File: src/rtl/enc_pkg.sv
//------------------------------------------------------------------------------
// enc_pkg : shared widths and depth for the encoder code FIFO
// Rev 1.0
//------------------------------------------------------------------------------
`default_nettype none

package enc_pkg;
  localparam int ENC_W          = 2;
  localparam int ENC_FIFO_DEPTH = 4;

  function automatic int enc_cnt_w(input int depth);
    return $clog2(depth + 1);
  endfunction
endpackage

`default_nettype wire

File: src/rtl/enc_event_detect.sv
//------------------------------------------------------------------------------
// enc_event_detect : flags a new valid encoder code (rising v or y change)
// Rev 1.0
//------------------------------------------------------------------------------
`default_nettype none

module enc_event_detect
  import enc_pkg::*;
#(
  parameter int W = ENC_W
) (
  input  logic         clk,
  input  logic         rst,
  input  logic         v,
  input  logic [W-1:0] y,
  output logic         o_event
);

  logic         r_prev_v;
  logic [W-1:0] r_prev_y;

  always_ff @(posedge clk or posedge rst) begin
    if (rst) begin
      r_prev_v <= 1'b0;
      r_prev_y <= '0;
    end else begin
      r_prev_v <= v;
      r_prev_y <= y;
    end
  end

  assign o_event = v & (~r_prev_v | (y != r_prev_y));

endmodule

`default_nettype wire

File: src/rtl/enc_code_fifo.sv
//------------------------------------------------------------------------------
// enc_code_fifo : FWFT queue of encoder codes with drop-on-full overflow flag
// Config macro: ENC_FIFO_OVF_STICKY_EN (sticky overflow; default is 1-cycle pulse)
// Rev 1.0
//------------------------------------------------------------------------------
`default_nettype none

module enc_code_fifo
  import enc_pkg::*;
#(
  parameter int DEPTH = ENC_FIFO_DEPTH,
  parameter int W     = ENC_W
) (
  input  logic                         clk,
  input  logic                         rst,
  input  logic                         v,
  input  logic [W-1:0]                 y,
  input  logic                         rd_en,
  output logic [W-1:0]                 dout,
  output logic                         empty,
  output logic                         full,
  output logic [enc_cnt_w(DEPTH)-1:0]  count,
  output logic                         overflow
);

  localparam int AW = $clog2(DEPTH);
  localparam int CW = enc_cnt_w(DEPTH);

  logic [W-1:0]  r_mem [DEPTH];
  logic [AW-1:0] r_wr_ptr;
  logic [AW-1:0] r_rd_ptr;
  logic [CW-1:0] r_count;
  logic          r_overflow;

  logic w_event;
  logic w_push;
  logic w_pop;
  logic w_drop;

  enc_event_detect #(.W(W)) u_event_detect (
    .clk     (clk),
    .rst     (rst),
    .v       (v),
    .y       (y),
    .o_event (w_event)
  );

  assign empty = (r_count == '0);
  assign full  = (r_count == CW'(DEPTH));

  // A pop on a full queue frees the slot the simultaneous push needs.
  assign w_pop  = rd_en & ~empty;
  assign w_push = w_event & (~full | w_pop);
  assign w_drop = w_event & ~w_push;

  always_ff @(posedge clk) begin
    if (w_push) r_mem[r_wr_ptr] <= y;
  end

  always_ff @(posedge clk or posedge rst) begin
    if (rst) begin
      r_wr_ptr   <= '0;
      r_rd_ptr   <= '0;
      r_count    <= '0;
      r_overflow <= 1'b0;
    end else begin
      if (w_push) r_wr_ptr <= r_wr_ptr + AW'(1);
      if (w_pop)  r_rd_ptr <= r_rd_ptr + AW'(1);
      case ({w_push, w_pop})
        2'b10:   r_count <= r_count + CW'(1);
        2'b01:   r_count <= r_count - CW'(1);
        default: r_count <= r_count;
      endcase
`ifdef ENC_FIFO_OVF_STICKY_EN
      if (w_drop) r_overflow <= 1'b1;
`else
      r_overflow <= w_drop;
`endif
    end
  end

  assign dout     = r_mem[r_rd_ptr];
  assign count    = r_count;
  assign overflow = r_overflow;

endmodule

`default_nettype wire
File: config.mk
export PLATFORM = sky130hd
export DESIGN_NAME = enc_code_fifo
export DESIGN_NICKNAME = d
export VERILOG_FILES = /design/src/rtl/enc_pkg.sv /design/src/rtl/enc_event_detect.sv /design/src/rtl/enc_code_fifo.sv
export SDC_FILE = /design/constraint.sdc
export NUM_CORES = 1
export LEC_CHECK = 0
export ABC_AREA = 1
export CORE_AREA = 3 3 53 55
export DETAILED_ROUTE_END_ITERATION = 6
export DIE_AREA = 0 0 56 58
export GPL_TIMING_DRIVEN = 0
export HOLD_SLACK_MARGIN = 0.12
export SLEW_MARGIN = 5
export SYNTH_ARGS = -nofsm -noshare
export SYNTH_HDL_FRONTEND = slang
export SYNTH_SLANG_ARGS = --single-unit
File: constraint.sdc
create_clock -name clk -period 2.6 [get_ports clk]
set_input_delay 0.52 -clock clk [delete_from_list [all_inputs] [get_ports clk]]
set_output_delay 0.52 -clock clk [all_outputs]
set_load 0.02 [all_outputs]
[After elaboration in Yosys (flattened, before gate mapping)]
Memory sizes are Yosys's and may differ from the RTL's.
Cells that the tools add are included.
Storage, ports and cells
  register bits after elaboration: 11
  bits in writable memories: 8
  input port bits: 6
  output and inout port bits: 8
  logic and storage cells: 30
  memories kept: 1
Cells by class
  add/sub/neg operators: 4
  equality and inequality tests: 4
  muxes and demuxes: 3
  bitwise logic cells: 10
  reductions and logical operators: 2
Memories
  r_mem: depth 4, bits a word 2, read ports 1, clocked after Yosys merged registers in 0, write ports 1, RTL line enc_code_fifo.sv:29  | logic [W-1:0] r_mem [DEPTH];
Operators by type and width (count)
  3-bit case mux with 2 select lines: 1
  2-bit by 1-bit adder with 2-bit output, second input constant: 2
  1-bit AND: 4
  1-bit inverter: 4
  3-bit by 1-bit adder with 3-bit output, second input constant: 1
  3-bit == test, second input constant: 1
  3-bit logical NOT: 1
  3-bit by 1-bit subtractor with 3-bit output, second input constant: 1
  2-bit by 1-bit == test with 1-bit output, second input constant: 1
  2-bit == test, second input constant: 1
  1-bit two-way mux: 2
  2-bit inequality test: 1
  1-bit bitwise OR: 2
  2-bit nonzero test: 1

[Longest topological paths before layout]
  depth after elaboration: 7
  depth in mapped cells: 14
  depth with buffers taken out: 14

[Hierarchy]
A second synthesis with hierarchy kept.
Second synthesis, totals
  cells, all modules: 103
  area total of the unflattened synthesis: 937.1 um2
By module, submodules not included
  enc_code_fifo: times used 1, cells each 88, area an instance 810.8 um2
  enc_event_detect: times used 1, cells each 15, area an instance 126.4 um2

[Worst setup path before layout]
No wires, ideal clock.
  path type: input to register
  from: input port y[0]
  to: register r_count[2] (netlist: count[2])
  setup time: 0.113 ns
  arrival: 1.632 ns
  setup slack: 0.855 ns
  stages on the path: 13
  cells stage by stage: inv_1 nor2_1 nor2_2 nand2_2 nand2_2 nand2_2 fa_1 inv_1 nand2_1 nand2_1 nand2_1 nand2_1 inv_1
On the way
  cells in the longest elaborated chain, start to end: 6
  elaborated cells on any way between the ends: 8
RTL lines
  from (decl): RTL line enc_code_fifo.sv:17  | input logic [W-1:0] y,
  2-bit inequality test *: RTL line enc_event_detect.sv:32  | assign o_event = v & (~r_prev_v | (y != r_prev_y));
  1-bit bitwise OR *: RTL line enc_event_detect.sv:32
  1-bit AND *: RTL line enc_event_detect.sv:32
  1-bit AND *: RTL line enc_code_fifo.sv:53  | assign w_push = w_event & (~full | w_pop);
  2-bit by 1-bit == test with 1-bit output / 2-bit == test (equally long branches): RTL line enc_code_fifo.sv:69  | case ({w_push, w_pop})
  3-bit case mux with 2 select lines / 2-bit nonzero test (equally long branches)
  to (signal assigned): RTL line enc_code_fifo.sv:70  | 2'b10: r_count <= r_count + CW'(1);
  to (signal assigned): RTL line enc_code_fifo.sv:71  | 2'b01: r_count <= r_count - CW'(1);
  to (signal assigned): RTL line enc_code_fifo.sv:72  | default: r_count <= r_count;
  to (decl): RTL line enc_code_fifo.sv:32  | logic [CW-1:0] r_count;
Every way passes the cells marked *; elsewhere a longest branch is shown, timed or not.
A chain may end at the register's enable or synchronous reset.

[Worst setup path in the final report]
  from: register r_rd_ptr[0]
  to: output port dout[0]
On the way
  cells in the longest elaborated chain, start to end: 1
RTL lines
  from (decl): RTL line enc_code_fifo.sv:31  | logic [AW-1:0] r_rd_ptr;
  from (signal assigned): RTL line enc_code_fifo.sv:68  | if (w_pop) r_rd_ptr <= r_rd_ptr + AW'(1);
  memory read 4 x 2 bit
  to (decl): RTL line enc_code_fifo.sv:19  | output logic [W-1:0] dout,
Every way passes these cells.

==> results.md <==
- Cell Int Power: 683.8 uW
- Setup bufs post-CTS: 0
- First-pass GRT wire length: 2511 um
- Clock power share: 12.8%
- Syn Inst Count: 93
- Layout Nets: 122
- Grt ovf: 0
- Antenna cells: 0
- Largest net degree at the start of global routing: 12
- Worst slew pin tran: 426.3 ps
- DP Worst Slack: 117.8 ps
- Static leakage: 0.5242 nW
- Multiplexer area fraction after synthesis: 0%
- NetSw: 462.7 uW
- Clock skew: 11.99 ps
- Hold buffers post-CTS: 0
- Met2 Use GR: 18.53%
- Tightest Hold Check Type: in2async
- Max incr delay on CP: 630 ps
- Post-cts sizing count: 0
- Compound-Gate Fraction of Synth Area: 5.541%
- FF+latch count, synth: 19
- Number of max-cap violations: 0
- Synthesized area: 925.9 sq um
- Crit path depth: 4
- GRT Total Usage: 10.08%
- Met1 usage: 10.61%
- PortBufs: 13
- Fin. Hold Viols: 0
- RSZ-0062 raised after global routing: false
- P per Cell Area: 1023 nW/um^2
- TritonCTS clock tree: yes
- Vias: 624
- # rows: 18
- CTS Sinks: 19
- Final-report setup violation count: 0
- Drt pass-1 iters: 4
- Worst-path clk slew: 110 ps
- Net Sw Frac: 40.36%
- Drt wl/cell: 10.29 um
- Post-Place Cell Area: 1094 sq um
- Syn-to-layout area delta: 21.08%
- Antenna violations before repair: 0
- Layout cells sized above 1: 17.27%
- Yosys warning total: 0
- XOR/XNOR Fraction of Synth Area: 2.838%
- Area of the die: 3248 sq um
- Synth Area in Adders: 7.568%
- Die Ht: 58 um
- M3 GR Usage: 2.004%
- Arr. time, crit path: 1750 ps
- Number of global-route vias before repair: 624
- TritonCTS Buffers: 3
- Post-route ant nets: 0
- Max Freq: 440.9 MHz
- Max_slew headroom: 71.55%
- Worst setup EP type: output port
- Root Buffer: clkbuf_4
- Status: finished, final reports clean
- DRC: 0
- Hold WS: 509.6 ps
- 1st-iter DRT viols: 7
- Slowest CP cell: clkdlybuf4s50_1
- Final Worst Setup Slack: 332.1 ps
- Worst r2r path cells: 12
- Die width: 56 um
- Setup TNS: 0 ps
- Critical path data required time: 2080 ps
- Routed WL: 1441 um
- Design Area, Final: 1121 sq um
- Crit share post-route: 87.23%
- Largest family of logic cells by synthesized area: simple AND/OR/NAND/NOR gates
- Ordered cell list for the critical path: inv_1 -> nor2_1 -> o22ai_1 -> clkdlybuf4s50_1
- Tmin final: 2268 ps
- Comb power frac: 46.9%
- I/O Pins: 14
- Global placement routability congestion: 0.7482
- Seq/Total Area, Yosys: 55.68%
- Max FO, Critical Path: 6
- Syn nets: 104
- DP HPWL: 1194 um
- Distinct cells, synth: 20
- Setup CP Type: reg2out
- Gr busiest metal: met2
- Initial Util: 38.07%
- Clock Latency Late Sink: 300 ps
- Slew Limit Fails: 0
- Sequential power share: 40.3%
- H-Tree Depth: 1
- Post-synthesis simple-gate area fraction: 20.27%
- Peak supply drop: 524.0 uV
- Buffers & Inverters on Critical Path: 2
- Total core area: 2432 sq um
- Syn Area/Cell: 9.956 sq um
- Via/cell ratio: 4.457
- CP Launch Type: flip-flop
- Max clock buf depth: 2
- Crit-path leading delay family: buffers and inverters
## cell usage after synthesis (all sizes together)
| cell | number | area, sq um |
|---|---|---|
| dfrtp | 11 | 275.3 |
| xor2 | 3 | 26.28 |
| o22ai | 2 | 12.51 |
| ha | 4 | 50.05 |
| a21oi | 2 | 10.01 |
| nand4 | 1 | 12.51 |
| nor2 | 18 | 77.58 |
| o21ai | 5 | 28.78 |
| fa | 1 | 20.02 |
| inv | 20 | 75.07 |
| nand3 | 2 | 15.01 |
| edfxtp | 8 | 240.2 |
| nand2 | 16 | 82.58 |
## per-stage QoR
stage	utilization, %	instances	power [mW]
finish	46.09	140	1.146
global route	46.09	140	1.238
CTS	46.09	140	1.164
detailed placement	44.96	136	1.016
global placement	44.96	136	0.9902
floorplan	-	93	0.8211
## flip-flops by register name, indices dropped and copies added, names as in the netlist
name                     flops
overflow                     1
r_wr_ptr                     2
r_rd_ptr                     2
u_event_detect.r_prev_v      1
count                        3
r_mem                        8
u_event_detect.r_prev_y      2
## kinds of logic (layout without fill, tap and decap cells)
family,Yosys count,in the layout
XOR/XNOR,3,3
flip-flops,19,19
buffers and inverters,20,37
AND/OR/NAND/NOR,37,37
adder cells (fa/ha/maj),5,5
AO/OA/AOI/OAI,9,9
## layout make-up
cell class | count | area (sq um)
multi-input combinational | 54 | 335.3
clock inverter | 1 | 5.005
tap | 30 | 37.54
sequential | 19 | 515.5
timing repair buffer | 13 | 130.1
clock buffer | 3 | 22.52
fill | 247 | 1311
inverter | 20 | 75.07
## power groups by stage
| stage | Combinational, mW | Sequential (mW) | Clock (mW) |
|---|---|---|---|
| after detailed placement | 0.546 | 0.470 | 0 |
| after global routing | 0.597 | 0.474 | 0.167 |
| final | 0.537 | 0.462 | 0.147 |
| after global placement | 0.523 | 0.467 | 0 |
| after floorplan | 0.333 | 0.489 | 0 |
| after CTS | 0.547 | 0.463 | 0.154 |
## layout by cell type, fill, tap and decap left out, types with 2 or more instances in the layout
cell             instances
a21oi_1                  2
clkbuf_4                 3
clkdlybuf4s50_1         13
dfrtp_1                 11
edfxtp_1                 8
ha_1                     4
inv_1                   17
inv_2                    3
nand2_1                  9
nand2_2                  6
nor2_1                  16
o21ai_0                  4
o22ai_1                  2
xor2_1                   3
## path summary, 6_finish.rpt
kind                             start                          to  slack [ps]
max                        r_rd_ptr[0]                     dout[0]         330
min                                rst                 r_rd_ptr[1]         510
max reg2reg                   count[0]                    count[2]         930
min reg2reg                   count[0]                    count[0]         520
max in group asynchronous          rst  u_event_detect.r_prev_y[0]        1780
min in group clk              count[0]                    count[0]         520
## layer usage
layer | wire (um) | vias to the layer above
li1 | - | 319
met1 | 627 | 290
met3 | 52 | 2
met5 | 0 | -
met4 | 19 | 0
met2 | 742 | 13
(Power assumes the default switching activity.)
